--- config.mk ---
export PLATFORM = sky130hd
export DESIGN_NAME = fifo_stream_reader
export DESIGN_NICKNAME = d
export VERILOG_FILES = /design/src/rtl/fifo_pkg.sv /design/src/rtl/stream_skid_buf.sv /design/src/rtl/fifo_stream_reader.sv
export SDC_FILE = /design/constraint.sdc
export NUM_CORES = 1
export LEC_CHECK = 0
export CORE_MARGIN = 10
export CORE_UTILIZATION = 45
export DETAILED_ROUTE_END_ITERATION = 16
export GPL_ROUTABILITY_DRIVEN = 1
export PLACE_DENSITY = 0.74
export SLEW_MARGIN = 30
export SYNTH_ARGS = -nofsm -noshare
export SYNTH_HDL_FRONTEND = slang
export SYNTH_SLANG_ARGS = --single-unit
export TNS_END_PERCENT = 100
--- constraint.sdc ---
create_clock -name clk -period 3.87 [get_ports clk]
set_input_delay 0.5805 -clock clk [delete_from_list [all_inputs] [get_ports clk]]
set_output_delay 0.5805 -clock clk [all_outputs]
set_load 0.01 [all_outputs]
--- src/rtl/fifo_pkg.sv ---
// Definitions shared between the sync FIFO and its stream reader.
// Occupancy encoding for the reader's two-entry skid buffer and the default word width.
package fifo_pkg;

    localparam int unsigned FIFO_WIDTH = 32;

    typedef enum logic [1:0] {
        OCC_EMPTY = 2'd0,
        OCC_ONE   = 2'd1,
        OCC_FULL  = 2'd2
    } occ_e;

endpackage

--- src/rtl/stream_skid_buf.sv ---
// Two-entry skid buffer (main + skid) with valid/ready output handshake.
// in_valid must only be asserted when occ != OCC_FULL; the caller does that gating.
import fifo_pkg::*;

module stream_skid_buf #(
    parameter int unsigned WIDTH = FIFO_WIDTH
) (
    input  logic             clk,
    input  logic             reset,
    input  logic             in_valid,
    input  logic [WIDTH-1:0] in_data,
    input  logic             out_ready,
    output logic             out_valid,
    output logic [WIDTH-1:0] out_data,
    output occ_e             occ
);

    logic [WIDTH-1:0] skid_q;
    logic             acc;

    assign acc = out_valid && out_ready;

    // out_data is the main entry; skid only holds a word while occ is FULL
    always_ff @(posedge clk) begin
        if (reset) begin
            occ       <= OCC_EMPTY;
            out_valid <= 1'b0;
            out_data  <= '0;
            skid_q    <= '0;
        end else begin
            unique case (occ)
                OCC_EMPTY: begin
                    if (in_valid) begin
                        out_data  <= in_data;
                        out_valid <= 1'b1;
                        occ       <= OCC_ONE;
                    end
                end
                OCC_ONE: begin
                    if (in_valid && acc) begin
                        out_data <= in_data;
                    end else if (in_valid) begin
                        skid_q <= in_data;
                        occ    <= OCC_FULL;
                    end else if (acc) begin
                        out_valid <= 1'b0;
                        occ       <= OCC_EMPTY;
                    end
                end
                OCC_FULL: begin
                    if (acc) begin
                        out_data <= skid_q;
                        occ      <= OCC_ONE;
                    end
                end
                default: begin
                    out_valid <= 1'b0;
                    occ       <= OCC_EMPTY;
                end
            endcase
        end
    end

endmodule

--- src/rtl/fifo_stream_reader.sv ---
// Pops the sync FIFO into a skid buffer and presents a framed valid/ready stream.
// Optional macro STREAM_PARITY_EN adds m_parity, the XOR reduction of the presented word.
import fifo_pkg::*;

module fifo_stream_reader #(
    parameter int unsigned WIDTH     = FIFO_WIDTH,
    parameter int unsigned FRAME_LEN = 4,
    parameter int unsigned CNT_W     = 16
) (
    input  logic             clk,
    input  logic             reset,
    input  logic             fifo_empty,
    input  logic [WIDTH-1:0] data_out,
    output logic             r_ready,
    output logic             m_valid,
    input  logic             m_ready,
    output logic [WIDTH-1:0] m_data,
    output logic             m_last,
    output logic [CNT_W-1:0] frame_count,
    output logic             busy
`ifdef STREAM_PARITY_EN
    ,
    output logic             m_parity
`endif
);

    localparam int unsigned WC_W = (FRAME_LEN > 1) ? $clog2(FRAME_LEN) : 1;
    localparam logic [WC_W-1:0] LAST_IDX = WC_W'(FRAME_LEN - 1);

`ifdef STREAM_PARITY_EN
    localparam int unsigned BUF_W = WIDTH + 1;
`else
    localparam int unsigned BUF_W = WIDTH;
`endif

    occ_e             occ;
    logic [BUF_W-1:0] buf_in;
    logic [BUF_W-1:0] buf_out;
    logic [WC_W-1:0]  word_cnt;
    logic             acc;

    // Pop gating depends only on the FIFO flag and registered occupancy, never on m_ready
    assign r_ready = !reset && !fifo_empty && (occ != OCC_FULL);
    assign acc     = m_valid && m_ready;
    assign busy    = (occ != OCC_EMPTY);
    assign m_last  = m_valid && (word_cnt == LAST_IDX);

`ifdef STREAM_PARITY_EN
    assign buf_in   = {^data_out, data_out};
    assign m_parity = buf_out[WIDTH];
`else
    assign buf_in   = data_out;
`endif
    assign m_data = buf_out[WIDTH-1:0];

    stream_skid_buf #(
        .WIDTH (BUF_W)
    ) u_skid (
        .clk       (clk),
        .reset     (reset),
        .in_valid  (r_ready),
        .in_data   (buf_in),
        .out_ready (m_ready),
        .out_valid (m_valid),
        .out_data  (buf_out),
        .occ       (occ)
    );

    always_ff @(posedge clk) begin
        if (reset) begin
            word_cnt    <= '0;
            frame_count <= '0;
        end else if (acc) begin
            if (word_cnt == LAST_IDX) begin
                word_cnt    <= '0;
                frame_count <= frame_count + 1'b1;
            end else begin
                word_cnt <= word_cnt + 1'b1;
            end
        end
    end

endmodule

==> summary.txt, run 1 <==
Clocking
  – Clock Latency Late Sink: 0.35 ns
  – Num CTS Buffers: 9
  – CTS hold repair buffers: 0
  – Worst-path clk slew: 0.08 ns
  – Post-CTS setup buffers: 0
  – Clock Tree Buf Depth: 2
  – # clock sinks: 85
  – # resized after CTS: 0
  – CTS Root Buffer Type: clkbuf_8
  – # H-tree levels: 3
  – CTS tree: done

Layout
  – Ratio of cells with drive above 1 in the final layout: 5.45%
  – Ant. Diodes: 0
  – # fillers: 666
  – Area Overhead vs Synth: 32.2%
  – Layout Nets: 510
  – Post-route cell area: 4600 µm²
  – Commonest cells after routing, fill and taps aside: 86 x clkdlybuf4s50_1, 85 x dfxtp_1, 75 x nand2_1, 45 x nor2_1, 41 x a21oi_1
  – Commonest non-fill, non-tap cell in the layout: clkdlybuf4s50_1

Worst hold path
  – Min-delay worst type: reg2reg
  – Hold path start: u_skid.skid_q[3]$_SDFFE_PP0P_
  – Hold Path Stages: 2
  – Hold path endpoint: u_skid.skid_q[3]$_SDFFE_PP0P_

Floorplanning
  – Starting Density: 47.2%
  – Row cnt: 31
  – Die width: 108 µm
  – I/O pins: 88
  – DIE AREA: 11600 µm²
  – Core area: 7370 µm²
  – Die Ht: 108 µm

Setup path
  – CP required: 3.29 ns
  – Startpoint Class: primary input
  – Crit path arrival time: 1.94 ns
  – R2R Setup Slk: 1.81 ns
  – Reg2reg path depth: 6
  – Worst r2r src: u_skid.occ[1]$_SDFFE_PP0P_
  – Peak fanout along the critical path: 6
  – Worst path cell trace: clkdlybuf4s50_1 -> nor3b_1 -> clkdlybuf4s50_1
  – Worst-path cell with the longest stage delay: clkdlybuf4s50_1
  – Kind of critical path: in2out
  – Top cell by count, worst path: clkdlybuf4s50_1
  – CP Capture Type: primary output
  – WP buf/inv: 2
  – Worst r2r dst: u_skid.out_data[11]$_SDFFE_PP0P_
  – Slowest stage delay, CP: 0.60 ns
  – Delay-heaviest family, CP: buffers and inverters

STA
  – Fin crit period: 2.52 ns
  – Worst Hold Slack: 0.455 ns
  – Clock skew: 0.00928 ns
  – Slew headroom: 54.0%
  – RSZ-0062 raised after global routing: false
  – Slew Limit Fails: 0
  – Final period utilization: 65.0%
  – Worst slew pin tran: 0.691 ns
  – Fmax: 397 MHz
  – Fin Setup TNS: 0 ns
  – Hold Violations, Final: 0
  – Setup violations, final: 0

Synth
  – Ys async rst share: 0%
  – Primary FF master, synth: dfxtp_1
  – Gate Count Post-Synth: 400
  – Area leader, netlist: dfxtp_1
  – Seq/Total Area, Yosys: 48.9%
  – Post-synth EDFFs: 0
  – Top post-synthesis cells by area: dfxtp_1 49%, mux2i_1 9.8%, nand2_1 8.1%
  – Post-synth top area share: 48.9%
  – Yosys reg bits: 85
  – Syn Std Cell Area: 3480 µm²
  – Post-Syn Nets: 438
  – Synth warn: 0
  – Synth cell types: 36
  – Syn Area/Cell: 8.69 µm²

Run status
  – Status: complete, no violations

Global routing
  – Largest net degree at the start of global routing: 68
  – GRT overflow: 0
  – Initial antenna violation count: 0
  – First-pass GRT wire length: 13.7 mm
  – Gr usage total: 14.4%
  – Number of global-route vias before repair: 2845

Power and ir drop
  – Worst vdd ir: 0.193 mV
  – Tot Pwr: 1.87 mW
  – Leakage: 1.77 nW
  – Pwr dens: 406 nW/µm²

Detailed routing
  – DRT Wirelength: 8.37 mm
  – Post-DRT Antenna Nets: 0
  – Avg Vias per Cell: 5.07
  – Drt first pass iters: 4
  – Avg WL per Cell: 14.5 µm
  – DRT iter0 DRCs: 115
  – Residual DRC: 0
  – Via Count: 2922

Placed design
  – PortBufs: 87
  – Placed Instance Area: 4390 µm²
  – RePlAce Congestion: 0.747
  – Detail Placement HPWL: 5.60 mm

Flow run
  – Max-cap violations: 0
-- per-layer routing --
metal	GRT usage [%]	routed length (µm)	up-vias
met5	0	0	-
met1	17.1	3750	1323
met2	23.2	3980	63
met3	4.79	492	13
li1	-	-	1523
met4	6.39	139	0
-- kinds of logic (layout without fill, tap and decap cells) --
group	Yosys count	count (layout)	share of synthesized area, %
AOI/OAI and AO/OA	85	85	15.5
xor gates and xnor gates	9	9	2.27
adders and majority gates	2	2	0.720
buffers and inverters	33	110	3.89
DFF	85	85	48.9
muxes	34	34	9.79
and+or+nand+nor	152	152	18.9
-- worst reg2reg max path: stages, from the launching register on --
cell and delay [ns]:
dfxtp_1 0.47, nand2b_2 0.09, buf_4 0.31, o22ai_4 0.24, buf_4 0.52, nor2_1 0.12, a211oi_1 0.23
-- area by class of cell --
type | instances | area (µm²) | area share (%)
sequential | 85 | 1700 | 37.0
multi-input combinational | 282 | 1650 | 35.9
timing repair buffer | 92 | 903 | 19.6
clock buffer | 13 | 169 | 3.67
tap | 99 | 124 | 2.69
clock inverter | 3 | 42.5 | 0.925
inverter | 2 | 7.51 | 0.163
-- worst max path at each step --
stage	start	to	slack, ns	cells after the start
after detailed placement	fifo_empty	u_skid.out_data[11]$_SDFFE_PP0P_	1.31	6
final	fifo_empty	r_ready	1.35	3
after floorplan	reset	u_skid.out_data[12]$_SDFFE_PP0P_	2.02	6
after CTS	fifo_empty	r_ready	1.35	3
after global routing	fifo_empty	r_ready	1.28	3
after global placement	fifo_empty	u_skid.out_data[27]$_SDFFE_PP0P_	1.36	6
-- synth_stat cells, drive strengths merged (4+ instances only) --
| cell | count |
|---|---|
| xor2 | 4 |
| nand2 | 75 |
| xnor2 | 5 |
| clkbuf | 20 |
| a211oi | 32 |
| a21oi | 41 |
| dfxtp | 85 |
| nor2 | 45 |
| buf | 11 |
| nand3 | 5 |
| and2 | 4 |
| mux2i | 34 |
-- stage by stage --
| stage | instances | setup WS [ns] | util [%] |
|---|---|---|---|
| floorplan | 400 | 2.02 | - |
| global placement | 560 | 1.36 | 59.5 |
| detailed placement | 560 | 1.31 | 59.5 |
| CTS | 576 | 1.35 | 62.4 |
| global route | 576 | 1.28 | 62.4 |
| finish | 576 | 1.35 | 62.4 |
-- where the power goes --
part	internal, mW	leakage, nW	switching [mW]	total, mW
Clock	0.351	0.106	0.302	0.653
Combinational	0.142	0.976	0.129	0.271
Sequential	0.917	0.692	0.0258	0.943
Total	1.41	1.77	0.457	1.87
-- registers in the layout, indices dropped and copies added (netlist names) --
signal,cells
u_skid.skid_q,32
u_skid.out_valid,1
u_skid.occ,2
u_skid.out_data,32
word_cnt,2
frame_count,16
Power figures use the tool's default switching activity.
==> run 2, diff against run 1 <==
Clock period 3.87 ns to 2.6 ns, I/O delays scaled along.
==> run 2 against run 1 <==
Against the previous run:
- via count increased by 1.2%
- register-to-register slack got worse by 1.1 ns
- cell count increased by 0.52%
- clock power increased by 28%
- utilization decreased by 0.19 points
- global-route usage decreased by 0.23 points
- largest power group unchanged
- count of clock-buffer cells in the layout decreased by 3
- critical path type unchanged
- non-clock buffer count increased by 3
- sequential share of layout area increased by 0.11 points
==> summary.txt, run 2 (synthesis gave the netlist of run 1 again) <==
Setup path
  – Crit path to: r_ready
  – Reg2reg path depth: 5
  – Worst r2r dst: frame_count[11]$_SDFFE_PP0P_
  – Kind of critical path: in2out
  – Peak fanout along the critical path: 6
  – Cell depth of the worst setup path: 3
  – CP Capture Type: primary output
  – Worst r2r src: word_cnt[0]$_SDFFE_PP0P_
  – WP buf/inv: 2
  – Worst-path cell with the longest stage delay: clkdlybuf4s50_1
  – Startpoint Class: primary input
  – Delay-heaviest family, CP: buffers and inverters
  – CP startpoint: fifo_empty
  – Slowest stage delay, CP: 0.60 ns
  – Top cell by count, worst path: clkdlybuf4s50_1
  – Crit path arrival time: 1.82 ns
  – CP required: 2.21 ns
  – R2R Setup Slk: 0.74 ns
  – Worst path cell trace: clkdlybuf4s50_1 -> nor3b_1 -> clkdlybuf4s50_1

STA
  – RSZ-0062 raised after global routing: false
  – Slew headroom: 54.8%
  – Fin crit period: 2.21 ns
  – Fin Setup TNS: 0 ns
  – Hold Violations, Final: 0
  – Fmax: 452 MHz
  – Worst Hold Slack: 0.439 ns
  – Slew Limit Fails: 0
  – Final period utilization: 85.2%
  – Setup violations, final: 0
  – Clock skew: 0.0124 ns
  – Worst slew pin tran: 0.678 ns

Layout
  – Layout Nets: 513
  – Util after Layout: 62.2%
  – Commonest non-fill, non-tap cell in the layout: clkdlybuf4s50_1
  – Post-route cell area: 4580 µm²
  – Ratio of cells with drive above 1 in the final layout: 6.04%
  – Commonest cells after routing, fill and taps aside: 86 x clkdlybuf4s50_1, 85 x dfxtp_1, 75 x nand2_1, 45 x nor2_1, 41 x a21oi_1
  – Ant. Diodes: 0
  – Top flop regs: u_skid.out_data (32), u_skid.skid_q (32), frame_count (16)
  – Area Overhead vs Synth: 31.8%

Clocking
  – CTS hold repair buffers: 0
  – Post-CTS setup buffers: 0
  – # resized after CTS: 0
  – # H-tree levels: 3
  – Clock Tree Buf Depth: 2
  – CTS tree: done
  – Num CTS Buffers: 9
  – CTS Root Buffer Type: clkbuf_8
  – # clock sinks: 85
  – Worst-path clk slew: 0.09 ns
  – Clock Latency Late Sink: 0.35 ns

Detailed routing
  – DRT iter0 DRCs: 60
  – Avg Vias per Cell: 5.11
  – DRT Wirelength: 8.14 mm
  – Via Count: 2957
  – Post-DRT Antenna Nets: 0
  – Residual DRC: 0
  – Avg WL per Cell: 14.1 µm
  – Drt first pass iters: 4

Power and ir drop
  – Worst vdd ir: 0.243 mV
  – Pwr dens: 577 nW/µm²
  – Leakage: 1.77 nW
  – Tot Pwr: 2.64 mW

Global routing
  – GRT overflow: 0
  – Number of global-route vias before repair: 2821
  – Largest net degree at the start of global routing: 67
  – Gr usage total: 14.2%
  – Initial antenna violation count: 0
  – First-pass GRT wire length: 13.5 mm

Floorplanning
  – DIE AREA: 11600 µm²
  – Die width: 108 µm
  – Starting Density: 47.2%
  – I/O pins: 88
  – Row cnt: 31
  – Die Ht: 108 µm
  – Core area: 7370 µm²

Placed design
  – RePlAce Congestion: 0.743
  – Detail Placement HPWL: 5.62 mm
  – Placed Instance Area: 4410 µm²
  – PortBufs: 87

Run status
  – Status: complete, no violations

Worst hold path
  – Min-delay worst type: in2reg

Flow run
  – Max-cap violations: 0
-- run 2: cell types whose count changed in the layout (fill, tap and decap cells not counted), sizes merged --
| cell | before | now |
|---|---|---|
| buf | 6 | 9 |
| clkbuf | 13 | 10 |
| clkinv | 1 | 3 |
| inv | 2 | 4 |
| bufinv | 1 | 0 |
-- run 2: stage by stage --
stage	std cells	setup slack, ns
2_1_floorplan	400	0.896
3_3_place_gp	563	0.380
3_5_place_dp	563	0.355
4_1_cts	579	0.373
5_1_grt	579	0.358
6_report	579	0.386
-- run 2: how the worst min path moves through the flow --
stage,startpoint,to,slack [ns],depth (start not counted)
2_1_floorplan,u_skid.skid_q[0]$_SDFFE_PP0P_,u_skid.skid_q[0]$_SDFFE_PP0P_,0.44,2
3_3_place_gp,u_skid.skid_q[20]$_SDFFE_PP0P_,u_skid.skid_q[20]$_SDFFE_PP0P_,0.44,2
3_5_place_dp,u_skid.skid_q[20]$_SDFFE_PP0P_,u_skid.skid_q[20]$_SDFFE_PP0P_,0.45,2
4_1_cts,reset,frame_count[7]$_SDFFE_PP0P_,0.43,2
5_1_grt,reset,frame_count[3]$_SDFFE_PP0P_,0.46,2
6_report,reset,frame_count[10]$_SDFFE_PP0P_,0.44,2
-- run 2: layout make-up --
type / instances / area [µm²]
Fill cell: 654 / 2790
Sequential cell: 85 / 1700
Multi-Input combinational cell: 282 / 1650
Timing Repair Buffer: 95 / 926
Clock buffer: 10 / 128
Tap cell: 99 / 124
Clock inverter: 6 / 47.5
Inverter: 2 / 7.51
-- run 2: layer usage --
layer	track usage, %	up-vias	wire length [µm]	share of wire (%)
met5	0	-	0	0
met4	6.58	0	146	1.8
met3	4.31	14	520	6.4
met2	22.9	65	3830	47
met1	16.9	1344	3640	45
li1	-	1534	-	-
-- run 2: report_power, final --
part | total [mW] | switching [mW] | internal (mW)
Sequential | 1.40 | 0.0388 | 1.36
Clock | 0.837 | 0.481 | 0.356
Combinational | 0.404 | 0.190 | 0.214
Total | 2.64 | 0.711 | 1.93
